--- src/rtl/seq_shift_add_multiplier.sv ---
// ---------------------------------------------------------------------------
// seq_shift_add_multiplier
//
// Iterative shift-add multiplier: one partial product per clock. This is the
// low-area member of the multiplier family. Operands arrive on a valid/ready
// handshake, and each transaction selects signed (two's-complement) or
// unsigned arithmetic. The 2*WIDTH-bit product leaves on a valid/ready
// handshake and is held for as long as the consumer stalls.
//
// Timing (k = accept edge):
//   non-zero operands : out_valid is set by edge k+WIDTH+1
//   a == 0 or b == 0  : out_valid is set by edge k+1
//
// Ports
//   clk          rising-edge clock
//   rst_n        asynchronous active-low reset
//   in_valid     operand transaction valid
//   in_ready     block can accept operands (state == IDLE)
//   a            multiplicand, WIDTH bits
//   b            multiplier, WIDTH bits
//   signed_mode  1 = two's-complement operands, 0 = unsigned
//   out_valid    product valid
//   out_ready    consumer accepts product
//   p            product, 2*WIDTH bits
//   busy         high in CALC or DONE
// ---------------------------------------------------------------------------
module seq_shift_add_multiplier #(
  parameter int WIDTH = 8
) (
  input  logic               clk,
  input  logic               rst_n,
  input  logic               in_valid,
  output logic               in_ready,
  input  logic [WIDTH-1:0]   a,
  input  logic [WIDTH-1:0]   b,
  input  logic               signed_mode,
  output logic               out_valid,
  input  logic               out_ready,
  output logic [2*WIDTH-1:0] p,
  output logic               busy
);

  localparam int CNT_W = $clog2(WIDTH + 1);
  localparam int PW    = 2 * WIDTH;

  typedef enum logic [1:0] {
    IDLE = 2'd0,
    CALC = 2'd1,
    DONE = 2'd2
  } state_t;

  state_t           r_state;
  state_t           w_state_nxt;

  logic [PW-1:0]    r_mcand;     // multiplicand magnitude, shifted left each step
  logic [WIDTH:0]   r_mplier;    // multiplier magnitude, shifted right each step
  logic [PW-1:0]    r_acc;       // unsigned magnitude accumulator
  logic [CNT_W-1:0] r_cnt;
  logic             r_neg;       // result sign, latched at accept
  logic [PW-1:0]    r_p;
  logic             r_out_valid;

  logic             w_accept;
  logic             w_zero;
  logic             w_last;
  logic             w_out_fire;

  // Magnitude of an operand, held in WIDTH+1 bits so that the negation of
  // -2^(WIDTH-1) (which does not fit in WIDTH signed bits) stays exact.
  function automatic logic [WIDTH:0] mag(input logic [WIDTH-1:0] x,
                                         input logic             sm);
    logic signed [WIDTH:0] sx;
    sx = signed'({x[WIDTH-1] & sm, x});
    if (sm && x[WIDTH-1]) begin
      return unsigned'(-sx);
    end
    return {1'b0, x};
  endfunction

  // Apply the latched sign to the accumulated magnitude, truncated to PW bits.
  function automatic logic [PW-1:0] apply_sign(input logic [PW-1:0] m,
                                               input logic          neg);
    logic signed [PW-1:0] sm;
    sm = signed'(m);
    return neg ? unsigned'(-sm) : m;
  endfunction

  assign w_accept   = in_valid && (r_state == IDLE);
  assign w_zero     = (a == '0) || (b == '0);
  assign w_last     = (r_cnt == CNT_W'(WIDTH));
  assign w_out_fire = r_out_valid && out_ready;

  assign in_ready  = (r_state == IDLE);
  assign busy      = (r_state != IDLE);
  assign out_valid = r_out_valid;
  assign p         = r_p;

  // State register
  always_ff @(posedge clk or negedge rst_n) begin
    if (!rst_n) begin
      r_state <= IDLE;
    end else begin
      r_state <= w_state_nxt;
    end
  end

  // Next-state decode
  always_comb begin
    w_state_nxt = r_state;
    case (r_state)
      IDLE:    if (w_accept)   w_state_nxt = CALC;
      CALC:    if (w_last)     w_state_nxt = DONE;
      DONE:    if (w_out_fire) w_state_nxt = IDLE;
      default:                 w_state_nxt = IDLE;
    endcase
  end

  // Datapath and output registers.
  // A zero operand preloads the counter to its terminal value with an empty
  // multiplier, so the next edge finalises a zero accumulator. The product
  // appears one edge after accept and the finalise path is shared.
  always_ff @(posedge clk or negedge rst_n) begin
    if (!rst_n) begin
      r_mcand     <= '0;
      r_mplier    <= '0;
      r_acc       <= '0;
      r_cnt       <= '0;
      r_neg       <= 1'b0;
      r_p         <= '0;
      r_out_valid <= 1'b0;
    end else begin
      case (r_state)
        IDLE: begin
          if (w_accept) begin
            r_mcand  <= PW'(mag(a, signed_mode));
            r_mplier <= w_zero ? '0 : mag(b, signed_mode);
            r_acc    <= '0;
            r_cnt    <= w_zero ? CNT_W'(WIDTH) : '0;
            r_neg    <= signed_mode & (a[WIDTH-1] ^ b[WIDTH-1]);
          end
        end
        CALC: begin
          if (w_last) begin
            r_p         <= apply_sign(r_acc, r_neg);
            r_out_valid <= 1'b1;
          end else begin
            if (r_mplier[0]) begin
              r_acc <= r_acc + r_mcand;
            end
            r_mcand  <= r_mcand << 1;
            r_mplier <= r_mplier >> 1;
            r_cnt    <= r_cnt + CNT_W'(1);
          end
        end
        DONE: begin
          if (w_out_fire) begin
            r_out_valid <= 1'b0;
          end
        end
        default: begin
          r_out_valid <= 1'b0;
        end
      endcase
    end
  end

endmodule

--- config.mk ---
export PLATFORM = sky130hd
export DESIGN_NAME = seq_shift_add_multiplier
export DESIGN_NICKNAME = d
export VERILOG_FILES = /design/src/rtl/seq_shift_add_multiplier.sv
export SDC_FILE = /design/constraint.sdc
export NUM_CORES = 1
export LEC_CHECK = 0
export CAP_MARGIN = 25
export CORE_MARGIN = 1.5
export CORE_UTILIZATION = 45
export DETAILED_ROUTE_END_ITERATION = 16
export GPL_ROUTABILITY_DRIVEN = 0
export PLACE_DENSITY = 0.7
export SYNTH_ARGS = -nofsm -noshare
export SYNTH_HDL_FRONTEND = slang
export SYNTH_SLANG_ARGS = --single-unit
export TNS_END_PERCENT = 50
--- constraint.sdc ---
create_clock -name clk -period 2.6 [get_ports clk]
set_input_delay 0.52 -clock clk [delete_from_list [all_inputs] [get_ports clk]]
set_output_delay 0.52 -clock clk [all_outputs]
set_load 0.02 [all_outputs]
==> out/qor.csv <==
metric;value;unit
DPL Wire Length;6570;microns
die area;9450;sq um
Area after DPL;4560;sq um
Final Cell Area;4770;sq um
Setup TNS Final;0;ns
Synth-to-Final Area Change;19.3;%
initial antenna violation count;0;
Synth Register Bits;65;
cell count after placement;597;
Slew HR;50.9;%
worst hold-check path type;input pin to async pin;
initial core utilization;46.0;%
critical-path cell list;ha_1 > inv_1 > fa_1 > nand2b_1 > a21oi_1 > o21ai_0 > o21ai_0 > mux2i_1 > nand2_1;
arrival time worst endpoint;2.63;ns
Worst-Skew Late Latency;0.35;ns
crit path launch type;flop;
NumNets Final;542;
Worst R2R Path Depth;9;
CP max FO;5;
ys async rst share;100;%
first-pass GRT wire length;15500;microns
I/O pins;40;
Filler cells;821;
Setup Crit Path Kind;flop to flop;
unrepaired setup endpoints after global routing;no;
Setup Skew;0.00871;ns
EDFF count, synth;0;
Ys Warns;0;
Clock Pin Slew Worst Setup and Hold Paths;0.07;ns
ant diodes;0;
largest net degree at the start of global routing;66;
Rows;34;
clock sinks;65;
final setup vio count;0;
CTS tree;done;
worst reg2reg path startpoint;r_acc[0]$_DFFE_PN0P_;
Clock Path Buffers;2;
R2R Path End;r_acc[14]$_DFFE_PN0P_;
ys flop type;dfrtp_1;
fin util;54.9;%
buffers added on ports;39;
Post-DRT Antenna Nets;0;
Fmax;0.419;GHz
status;completed;
CTS resizes;0;
most frequent cells in the layout;65 x dfrtp_1, 59 x nand2_1, 50 x nor2_1, 50 x o21ai_0, 38 x clkdlybuf4s50_1;
H-Tree Depth;3;
final-report hold violation count;0;
drt first pass iters;4;
post-CTS setup buffer count;0;
Core ar.;8680;sq um
final worst slack;0.212;ns
mapped cell area;4000;sq um
layout cell share with drive strength beyond 1;6.93;%
fin crit period;2.39;ns
Die Ht;97.2;microns
clock root cell;clkbuf_8;
static leakage;2.08;nW
Syn Nets;494;
final std cells w/o fill;613;
vias in the first global route;3319;
gr usage total;20.1;%
crit path capture type;flop;
Syn Inst Count;452;
Tcrit/Tclk final;91.9;%
total number of vias;3494;
Avg WL per Cell;14.9;microns
commonest non-fill, non-tap cell in the layout;dfrtp_1;
worst reg2reg setup slack;0.21;ns
sequential area share after synthesis;40.7;%
Die W;97.2;microns
CTS Buf Count;9;
gr ovfl total;0;
Max-cap violations;0;
setup slack after placement;0.0356;ns
synthesized area per cell;8.84;sq um
cts hold-fix bufs;0;
pwr dens;1310;nW/um^2
Largest stage delay, worst path;0.42;ns
Final Max Tran Viols;0;
crit path from;r_acc[0]$_DFFE_PN0P_;
CP most frequent cell;o21ai_0;
Crit-path slowest cell;dfrtp_1;
synth unique cells;52;
number of DRC markers in iteration 0;181;
Worst VDD drop;0.665;mV
Critical Path RT;2.84;ns
Total Routed Length;9110;microns
measured slew at the worst slew-check pin;0.734;ns
DR vias/cell;5.70;
DRC Markers;0;
==> where the power goes <==
| group | switching [W] | internal, W | total [W] |
|---|---|---|---|
| clock | 0.000401 | 0.000535 | 0.000936 |
| combinational | 0.00193 | 0.00149 | 0.00342 |
| sequential | 0.000449 | 0.00146 | 0.00191 |
| total | 0.00278 | 0.00349 | 0.00627 |
==> cells by family (layout without fill, tap and decap cells) <==
logic type | Yosys count | in the layout | share of synthesized area (%)
and+or+nand+nor | 162 | 162 | 18.7
AOI/OAI and AO/OA | 140 | 140 | 22.6
DFF | 65 | 65 | 40.7
xor gates and xnor gates | 32 | 32 | 7.01
buffers and inverters | 28 | 81 | 3.16
adders and majority gates | 21 | 21 | 6.76
muxes | 4 | 4 | 1.06
==> cells in the mapped netlist (all sizes together) (2+ instances only) <==
cell,count,share of area [%]
mux2,2,0.56
a21o,2,0.38
o31ai,5,0.94
a22o,11,2.4
xnor2,15,3.3
nand2b,8,1.3
or4,3,0.56
o21a,2,0.38
nand3,6,0.75
nor2b,4,0.63
nand4,2,0.31
o22ai,2,0.31
nand4b,2,0.44
nor3b,4,0.75
a211oi,4,0.75
clkbuf,12,1.1
dfrtp,65,41
or3,6,0.94
nor4,4,0.63
inv,12,1.3
a21boi,3,0.56
a221oi,7,1.5
ha,20,6.3
and3,3,0.47
a31oi,4,0.63
nand2,59,5.5
a21oi,29,3.6
a32o,3,0.75
mux2i,2,0.50
nor4b,3,0.66
o21ai,51,6.7
buf,4,0.78
nor2,50,4.7
o41ai,3,0.66
o22a,2,0.44
o31a,2,0.44
nor3,6,0.75
o211ai,4,0.75
xor2,17,3.7
==> final cells by class <==
| cell class | instances | area (sq um) | area share (%) |
|---|---|---|---|
| inverter | 12 | 50.0 | 1.05 |
| multi-input combinational | 359 | 2240 | 47.0 |
| clock buffer | 10 | 128 | 2.68 |
| timing repair buffer | 53 | 503 | 10.5 |
| clock inverter | 6 | 82.6 | 1.73 |
| sequential | 65 | 1630 | 34.1 |
| tap | 108 | 135 | 2.83 |
==> how the worst max path moves through the flow <==
stage / end / slack (ns)
6_report: r_acc[14]$_DFFE_PN0P_ / 0.21
4_1_cts: r_acc[14]$_DFFE_PN0P_ / 0.24
3_3_place_gp: r_mplier[0]$_DFFE_PN0P_ / 0.08
5_1_grt: r_acc[13]$_DFFE_PN0P_ / 0.09
2_1_floorplan: r_acc[15]$_DFFE_PN0P_ / 0.52
3_5_place_dp: r_mplier[0]$_DFFE_PN0P_ / 0.04
==> registers in the layout, summed over array words and instances, names as in the netlist <==
signal,count
r_acc,16
r_state,2
r_cnt,4
out_valid,1
r_neg,1
r_mplier,9
r_mcand,16
p,16
==> worst max-delay path, delay by kind of cell, from the launching register on <==
kind | cells | cell delay [ns]
AO/OA/AOI/OAI | 3 | 0.75
adder cells (fa/ha/maj) | 2 | 0.59
flip-flops | 1 | 0.42
AND/OR/NAND/NOR | 2 | 0.26
multiplexers | 1 | 0.21
buffers and inverters | 1 | 0.06
==> per-stage QoR <==
step | hold slack (ns) | total power [W]
finish | 0.151 | 0.00627
global route | 0.195 | 0.00683
CTS | 0.183 | 0.00629
detailed placement | 0.469 | 0.00533
global placement | 0.461 | 0.00521
floorplan | 0.224 | 0.00427
==> per-layer routing <==
layer	track usage (%)	vias to the layer above	part of all wire [%]
li1	-	1728	-
met1	25.6	1658	46
met2	34.1	97	48
met3	4.53	11	4.7
met4	6.37	0	1.2
met5	0	-	0
(Power assumes the default switching activity.)
